`src/rtl/wb_arbiter.sv`:
```
// Writeback arbiter: fairly merges ALU and LSU results into one registered
// register-file write per cycle and forwards the in-flight write to decode.
module wb_arbiter #(
    parameter int ADDR_WIDTH = 5,
    parameter int DATA_WIDTH = 32
) (
    input  logic                  clk,
    input  logic                  rst,
    input  logic                  alu_valid,
    input  logic [ADDR_WIDTH-1:0] alu_rd,
    input  logic [DATA_WIDTH-1:0] alu_data,
    output logic                  alu_ready,
    input  logic                  lsu_valid,
    input  logic [ADDR_WIDTH-1:0] lsu_rd,
    input  logic [DATA_WIDTH-1:0] lsu_data,
    output logic                  lsu_ready,
    output logic                  rf_wen,
    output logic [ADDR_WIDTH-1:0] rf_rd,
    output logic [DATA_WIDTH-1:0] rf_wdata,
    input  logic [ADDR_WIDTH-1:0] fwd_rs1,
    input  logic [ADDR_WIDTH-1:0] fwd_rs2,
    output logic                  fwd1_hit,
    output logic                  fwd2_hit,
    output logic [DATA_WIDTH-1:0] fwd1_data,
    output logic [DATA_WIDTH-1:0] fwd2_data,
    output logic [31:0]           wb_count
);

    logic                  last_lsu_q, last_lsu_d;
    logic                  rf_wen_q, rf_wen_d;
    logic [ADDR_WIDTH-1:0] rf_rd_q, rf_rd_d;
    logic [DATA_WIDTH-1:0] rf_wdata_q, rf_wdata_d;
    logic [31:0]           wb_count_q, wb_count_d;
    logic                  grant_alu, grant_lsu;

    // Under contention the source that did not win last time goes first.
    always_comb begin
        grant_alu = 1'b0;
        grant_lsu = 1'b0;
        if (!rst) begin
            if (alu_valid && lsu_valid) begin
                grant_lsu = !last_lsu_q;
                grant_alu = last_lsu_q;
            end else begin
                grant_alu = alu_valid;
                grant_lsu = lsu_valid;
            end
        end
    end

    always_comb begin
        last_lsu_d = last_lsu_q;
        if (alu_valid && lsu_valid) begin
            last_lsu_d = grant_lsu;
        end

        rf_wen_d   = 1'b0;
        rf_rd_d    = rf_rd_q;
        rf_wdata_d = rf_wdata_q;
        if (grant_lsu) begin
            rf_rd_d    = lsu_rd;
            rf_wdata_d = lsu_data;
            rf_wen_d   = (lsu_rd != '0);
        end else if (grant_alu) begin
            rf_rd_d    = alu_rd;
            rf_wdata_d = alu_data;
            rf_wen_d   = (alu_rd != '0);
        end

        wb_count_d = wb_count_q + {31'd0, rf_wen_q};
    end

    always_ff @(posedge clk) begin
        if (rst) begin
            last_lsu_q <= 1'b0;
            rf_wen_q   <= 1'b0;
            rf_rd_q    <= '0;
            rf_wdata_q <= '0;
            wb_count_q <= '0;
        end else begin
            last_lsu_q <= last_lsu_d;
            rf_wen_q   <= rf_wen_d;
            rf_rd_q    <= rf_rd_d;
            rf_wdata_q <= rf_wdata_d;
            wb_count_q <= wb_count_d;
        end
    end

    assign alu_ready = grant_alu;
    assign lsu_ready = grant_lsu;
    assign rf_wen    = rf_wen_q;
    assign rf_rd     = rf_rd_q;
    assign rf_wdata  = rf_wdata_q;
    assign wb_count  = wb_count_q;

    // Forwarding is suppressed during reset so decode never sees a stale stage.
    assign fwd1_hit  = !rst && rf_wen_q && (fwd_rs1 == rf_rd_q);
    assign fwd2_hit  = !rst && rf_wen_q && (fwd_rs2 == rf_rd_q);
    assign fwd1_data = fwd1_hit ? rf_wdata_q : '0;
    assign fwd2_data = fwd2_hit ? rf_wdata_q : '0;

endmodule
```
`config.mk`:
```
export PLATFORM = sky130hd
export DESIGN_NAME = wb_arbiter
export DESIGN_NICKNAME = d
export VERILOG_FILES = /design/src/rtl/wb_arbiter.sv
export SDC_FILE = /design/constraint.sdc
export NUM_CORES = 1
export LEC_CHECK = 0
export BUFFER_PORTS_ARGS = -buffer_cell sky130_fd_sc_hd__buf_2
export CAP_MARGIN = 0
export CORE_UTILIZATION = 44
export CTS_CLUSTER_SIZE = 10
export DETAILED_ROUTE_END_ITERATION = 10
export PLACE_DENSITY = 0.81
export SLEW_MARGIN = 20
export SYNTH_ARGS = -nofsm -noshare
export SYNTH_HDL_FRONTEND = slang
export SYNTH_SLANG_ARGS = --single-unit
export TNS_END_PERCENT = 10
```
`constraint.sdc`:
```
create_clock -name clk -period 3.1 [get_ports clk]
set_clock_uncertainty 0.2 [all_clocks]
set_input_delay 0.155 -clock clk [delete_from_list [all_inputs] [get_ports clk]]
set_output_delay 0.155 -clock clk [all_outputs]
set_load 0.005 [all_outputs]
```
==> summary.md, run 1 <==
| Metric | Value |
|---|---|
| Run status | `finished clean` |
| Fin. max-slew vios | `0` |
| CTS tree | `yes` |
| Syn Inst Count | `437` |
| Non-filler cells, final | `835` |
| Total wire length | `13600 µm` |
| RSZ-0062 raised after global routing | `no` |
| # IOs | `226` |
| Cells after DPL | `744` |
| Seq/Total Area, Yosys | `37.9%` |
| Crit start category | `input pin` |
| Slew @ Worst Pin | `0.677 ns` |
| Data arrival, critical path | `2.97 ns` |
| Number of global-route vias before repair | `4324` |
| FF+latch count, synth | `71` |
| Maximum VDD drop | `0.235 mV` |
| N_diodes | `0` |
| Pin count of the biggest net entering global routing | `43` |
| Pwr Density | `348 mW/mm²` |
| Synthesized area | `0.00375 mm²` |
| HP Class | `input pin to flop` |
| Max Cap Viol | `0` |
| Vias | `4536` |
| Die Span X | `94.4 µm` |
| Crit path time final | `2.90 ns` |
| Worst EP required | `3.17 ns` |
| Drt first pass iters | `4` |
| Htree depth | `3` |
| Grt total ovfl | `0` |
| Vias per Instance | `5.43` |
| Clk root buf | `clkbuf_8` |
| Wire per inst | `16.3 µm` |
| Syn_nets | `528` |
| Commonest cells after routing, fill and taps aside | `buf_2, dlygate4sd3_1, dfxtp_1` |
| Clk slew on worst S/H paths | `0.07 ns` |
| Synth Warn # | `0` |
| Post-DP HPWL | `8790 µm` |
| Die area | `0.00891 mm²` |
| GR Util All Layers | `30.1%` |
| PortBufs | `225` |
| Clock Sink Count | `71` |
| Share of cells above drive strength 1 | `34.7%` |
| Setup TNS Final | `0 ns` |
| CP Max Fanout | `34` |
| Final setup viols | `0` |
| DRC viols | `0` |
| Nets@finish | `817` |
| Initial Util | `45.5%` |
| Commonest non-fill, non-tap cell in the layout | `buf_2` |
| CTS Buf Count | `9` |
| Max Fclk | `345 MHz` |
| Core area | `0.00826 mm²` |
| Die Ht | `94.4 µm` |
| Rows | `33` |
| Final design utilization | `71.4%` |
| Final Wtd Congestion | `0.841` |
| Slew headroom | `54.4%` |
| Worst Setup End Kind | `flop` |
| Post-route ant nets | `0` |
| Final WS setup | `0.203 ns` |
| Leakage | `2.81 nW` |
| Fin crit share | `93.5%` |
| Skew-Pair Late Insertion Delay | `0.33 ns` |
| Critical path class | `input pin to flop` |
| Clock buffer depth | `2` |
| Initial antenna violation count | `0` |
| Drt first-iter violations | `152` |
| Setup WS pre-CTS | `0.326 ns` |
| P&R area growth vs syn | `56.9%` |
| Mean post-synth cell area | `8.59 µm²` |
| First-pass GRT wire length | `20900 µm` |
| Library cells used by synthesis | `34` |
| Final Hold Vio Count | `0` |
per-stage QoR:
step | power (W) | hold slack [ns] | cell area, µm²
2_1_floorplan | 0.00115 | 0.0962 | 3750
3_3_place_gp | 0.00129 | 0.243 | 4960
3_5_place_dp | 0.00130 | 0.246 | 4960
4_1_cts | 0.00203 | 0.00477 | 5890
5_1_grt | 0.00213 | 0.0358 | 5890
6_report | 0.00205 | 0.0261 | 5890
power by group:
part | internal, W | total [W] | switching, W
logic | 0.000220 | 0.000385 | 0.000165
registers | 0.000958 | 0.00101 | 0.0000517
clock network | 0.000308 | 0.000654 | 0.000346
total | 0.00149 | 0.00205 | 0.000563
area by class of cell:
| type | count | area, µm² |
|---|---|---|
| tap | 105 | 131 |
| clock inverter | 3 | 20.0 |
| fill | 593 | 2360 |
| timing repair buffer | 310 | 1960 |
| inverter | 4 | 15.0 |
| clock buffer | 12 | 145 |
| multi-input combinational | 330 | 2200 |
| sequential | 71 | 1420 |
final timing paths:
| kind | start | to | slack [ns] | cells after the start |
|---|---|---|---|---|
| worst min register to register | wb_count[29]$_SDFF_PP0_ | wb_count[29]$_SDFF_PP0_ | 0.31 | 2 |
| worst max-delay path | lsu_valid | rf_wen$_SDFF_PP0_ | 0.20 | 9 |
| worst max register to register | rf_wen$_SDFF_PP0_ | wb_count[24]$_SDFF_PP0_ | 0.31 | 6 |
| worst min-delay path | alu_rd[1] | rf_rd[1]$_SDFFE_PP0P_ | 0.03 | 3 |
cells in the mapped netlist:
master	instances	share of area (%)
nand2b_1	1	0.17
o21a_1	1	0.20
nand2_1	10	1.0
or4_1	12	2.4
nor2_1	51	5.1
and3_1	3	0.50
nor2b_1	3	0.50
mux2i_1	37	9.9
and2_1	64	11
a211oi_1	37	7.4
o41ai_1	1	0.23
nor3_1	6	0.80
xnor2_1	15	3.5
o21ai_0	9	1.2
nor3b_1	1	0.20
buf_1	6	0.60
a31o_2	1	0.23
nand4_1	10	1.7
or4b_1	1	0.27
dfxtp_1	71	38
nor4_1	3	0.50
ha_1	3	1.0
nand3b_1	1	0.20
buf_2	9	1.2
nand4_4	1	0.57
clkbuf_1	17	1.7
or3_1	8	1.3
o21ba_2	1	0.27
nand3_1	12	1.6
inv_1	4	0.40
o31ai_1	8	1.6
a21oi_1	17	2.3
and4_1	5	1.2
xor2_1	8	1.9
sequential cells by signal (all words and copies together), names as in the netlist:
signal      cells
rf_rd           5
last_lsu_q      1
rf_wdata       32
rf_wen          1
wb_count       32
layer usage:
metal  global-route usage (%)  wire length, µm
met5                        0                0
met4                     13.8              465
met3                     4.59              825
met2                     55.1             7090
met1                     34.1             5240
kinds of logic (layout without fill, tap and decap cells):
kind of cell               count (synthesis)  in the layout  share of synthesized area, %
and+or+nand+nor                          192            192                          28.6
AOI/OAI and AO/OA                         75             75                          13.4
DFF                                       71             71                          37.9
muxes                                     37             37                          9.86
buffers and inverters                     36            329                          3.90
xor gates and xnor gates                  23             23                          5.37
adders and majority gates                  3              3                          1.00
timing repair:
action | CTS | global route
setup buffers | 0 | 0
hold buffers | 76 | 0
endpoints found under the setup margin | 0 | 1
endpoints found under the hold margin | 39 | 0
gates resized for setup | 0 | 1
worst max-delay path: stages:
cell and delay (ns):
dlygate4sd3_1 0.54, buf_2 0.13, nor2b_1 0.13, nor3b_2 0.21, buf_6 0.39, o21ai_0 0.15, dlygate4sd3_1 0.57, o21ai_0 0.08
dlygate4sd3_1 0.57
(Power assumes the default switching activity.)
==> inputs of run 2 (changes only) <==
--- a/config.mk
+++ b/config.mk
@@ -5,12 +5,15 @@
 export SDC_FILE = /design/constraint.sdc
 export NUM_CORES = 1
 export LEC_CHECK = 0
+export ABC_AREA = 1
 export BUFFER_PORTS_ARGS = -buffer_cell sky130_fd_sc_hd__buf_2
 export CAP_MARGIN = 0
-export CORE_UTILIZATION = 44
+export CELL_PAD_IN_SITES_DETAIL_PLACEMENT = 1
+export CELL_PAD_IN_SITES_GLOBAL_PLACEMENT = 2
+export CORE_UTILIZATION = 22
 export CTS_CLUSTER_SIZE = 10
 export DETAILED_ROUTE_END_ITERATION = 10
-export PLACE_DENSITY = 0.81
+export PLACE_DENSITY_LB_ADDON = 0.1
 export SLEW_MARGIN = 20
 export SYNTH_ARGS = -nofsm -noshare
 export SYNTH_HDL_FRONTEND = slang
==> run 2 against run 1 <==
  * Largest cell class unchanged
  * Highest routed layer unchanged
  * Hold slack improved by 0.011 ns
  * Worst setup slack improved by 0.39 ns
  * Clock-buffer cell count fell by 3
  * Total power rose by 19%
  * Wire length rose by 27%
  * Area after synthesis rose by 8.3%
==> summary.md, run 2 <==
| Metric | Value |
|---|---|
| Critical path class | `flop to output port` |
| CTS Buf Count | `9` |
| # IOs | `226` |
| Count leader, synth | `nand2_1` |
| Top cell type's share of synthesized area | `35.0%` |
| Vias | `5094` |
| First-pass GRT wire length | `26400 µm` |
| Maximum VDD drop | `0.262 mV` |
| Synthesized area | `0.00407 mm²` |
| Nets@finish | `1012` |
| Drt first-iter violations | `122` |
| Number of global-route vias before repair | `5138` |
| Layout fillers | `2375` |
| Setup TNS Final | `0 ns` |
| Psw | `0.000663 W` |
| Run status | `finished clean` |
| Clock group share of total power | `44.6%` |
| RSZ-0062 raised after global routing | `no` |
| Synth Warn # | `0` |
| Wire per inst | `14.9 µm` |
| Crit path time final | `2.51 ns` |
| GR Util All Layers | `18.2%` |
| Vias per Instance | `4.40` |
| Syn_nets | `722` |
| Clk root buf | `clkbuf_16` |
| Met2 Use GR | `30.8%` |
| Die area | `0.0190 mm²` |
| Worst Setup End Kind | `output port` |
| Pwr Density | `380 mW/mm²` |
| Mean post-synth cell area | `6.44 µm²` |
| Grt total ovfl | `0` |
| Fin. max-slew vios | `0` |
| Sw Share | `27.3%` |
| Clock Sink Count | `71` |
| Syn Inst Count | `631` |
| Initial Util | `22.6%` |
| Commonest non-fill, non-tap cell in the layout | `buf_2` |
| Synth area leaders | `dfxtp_1, nand2_1, nor2_1` |
| Clk slew on worst S/H paths | `0.06 ns` |
| Leakage | `2.96 nW` |
| Max Cap Viol | `0` |
| DRC viols | `0` |
| CTS tree | `yes` |
| Share of cells above drive strength 1 | `31.6%` |
| Commonest cells after routing, fill and taps aside | `buf_2, nand2_1, nor2_1` |
| Setup bufs post-CTS | `0` |
| Async S/R FF share, synth | `0%` |
| Proportion of power drawn by flip-flops and latches | `40.4%` |
| Total wire length | `17300 µm` |
| Die Span X | `138 µm` |
| Slew @ Worst Pin | `0.838 ns` |
| Htree depth | `3` |
| FF+latch count, synth | `71` |
| EDFF count, synth | `0` |
| Dominant synthesized flop cell | `dfxtp_1` |
| Most frequent cells after synthesis | `nand2_1, nor2_1, inv_1, dfxtp_1, nand3_1` |
| Final Wtd Congestion | `0.753` |
| Fin crit share | `81.0%` |
| PortBufs | `225` |
| CP Max Fanout | `33` |
| Dominant cell type by area after synthesis | `dfxtp_1` |
| HP Class | `input pin to flop` |
| Library cells used by synthesis | `31` |
| Drt first pass iters | `4` |
| Clock buffer depth | `2` |
| Die Ht | `138 µm` |
| Max Fclk | `398 MHz` |
| Worst EP required | `2.74 ns` |
| Post-route ant nets | `0` |
| Initial antenna violation count | `1` |
| Crit start category | `flop` |
| P&R area growth vs syn | `57.4%` |
| Pin count of the biggest net entering global routing | `57` |
| Skew-Pair Late Insertion Delay | `0.35 ns` |
| Data arrival, critical path | `2.16 ns` |
| Rows | `49` |
| Grt met3 use | `3.29%` |
| Busiest grt layer | `met2` |
| Core area | `0.0180 mm²` |
| Combinational share of power | `14.9%` |
| Seq/Total Area, Yosys | `35.0%` |
| Slew headroom | `44.0%` |
| Final setup viols | `0` |
| Setup WS pre-CTS | `0.790 ns` |
| Post-DP HPWL | `12700 µm` |
| Final WS setup | `0.588 ns` |
| Final Hold Vio Count | `0` |
| Final design utilization | `35.5%` |
| Met1 Resource Use GR | `23.0%` |
| Internal power | `0.00177 W` |
run 2: kinds of logic after synthesis:
logic type      after synthesis  share of synthesized area (%)
fa+ha+maj                     3                          0.923
flops                        71                           35.0
simple gates                371                           40.0
xor+xnor                      8                           1.72
buf+inv                     107                           12.3
compound gates               71                           10.1
run 2: power by group through the flow:
stage / clock (W) / sequential, W / combinational [W]
CTS: 0.00113 / 0.000983 / 0.000366
global placement: 0 / 0.00100 / 0.000274
global route: 0.00117 / 0.000988 / 0.000405
floorplan: 0 / 0.000999 / 0.000143
detailed placement: 0 / 0.00100 / 0.000281
finish: 0.00109 / 0.000983 / 0.000363
run 2: layout make-up:
type / count / area (µm²) / area share (%)
repair buffers: 308 / 1940 / 30.4
inverters: 78 / 293 / 4.57
well taps: 229 / 287 / 4.48
diodes: 2 / 5.00 / 0.0782
flip-flops and latches: 71 / 1420 / 22.2
clock buffers: 9 / 225 / 3.52
clock inverters: 7 / 80.1 / 1.25
multi-input cells: 453 / 2140 / 33.5
run 2: through the flow:
step           total power [W]  cells  area, µm²  hold slack [ns]
2_1_floorplan          0.00114    631       4070            0.109
3_3_place_gp           0.00128   1061       5310            0.228
3_5_place_dp           0.00128   1061       5310            0.236
4_1_cts                0.00248   1155       6390           0.0210
5_1_grt                0.00256   1155       6390           0.0334
6_report               0.00243   1157       6400           0.0374
run 2: what timing repair did:
item / in CTS / in global routing
gates resized for setup: 0 / 0
endpoints found under the hold margin: 39 / 0
hold buffers: 78 / 0
run 2: layer usage:
| metal | vias to the layer above | part of all wire (%) |
|---|---|---|
| li1 | 2567 | - |
| met1 | 2383 | 45 |
| met2 | 132 | 49 |
| met3 | 12 | 4.9 |
| met4 | 0 | 1.3 |
| met5 | - | 0 |
run 2: worst paths after layout:
path | start | endpoint | slack (ns) | depth (start not counted)
setup reg to reg | last_lsu_q$_SDFFE_PP0P_ | rf_wdata[10]$_SDFFE_PP0P_ | 0.71 | 7
hold / removal | lsu_valid | last_lsu_q$_SDFFE_PP0P_ | 0.04 | 4
hold reg to reg | wb_count[31]$_SDFF_PP0_ | wb_count[31]$_SDFF_PP0_ | 0.28 | 2
setup / recovery | rf_rd[3]$_SDFFE_PP0P_ | fwd1_data[9] | 0.59 | 7
run 2: critical path, cell delays in order (launching register included):
cell and delay, ns:
dfxtp_1 0.38, inv_1 0.09, nand2_1 0.06, o21ai_0 0.09, nor2_1 0.16, nand3_2 0.56
nor2_1 0.30, buf_2 0.15
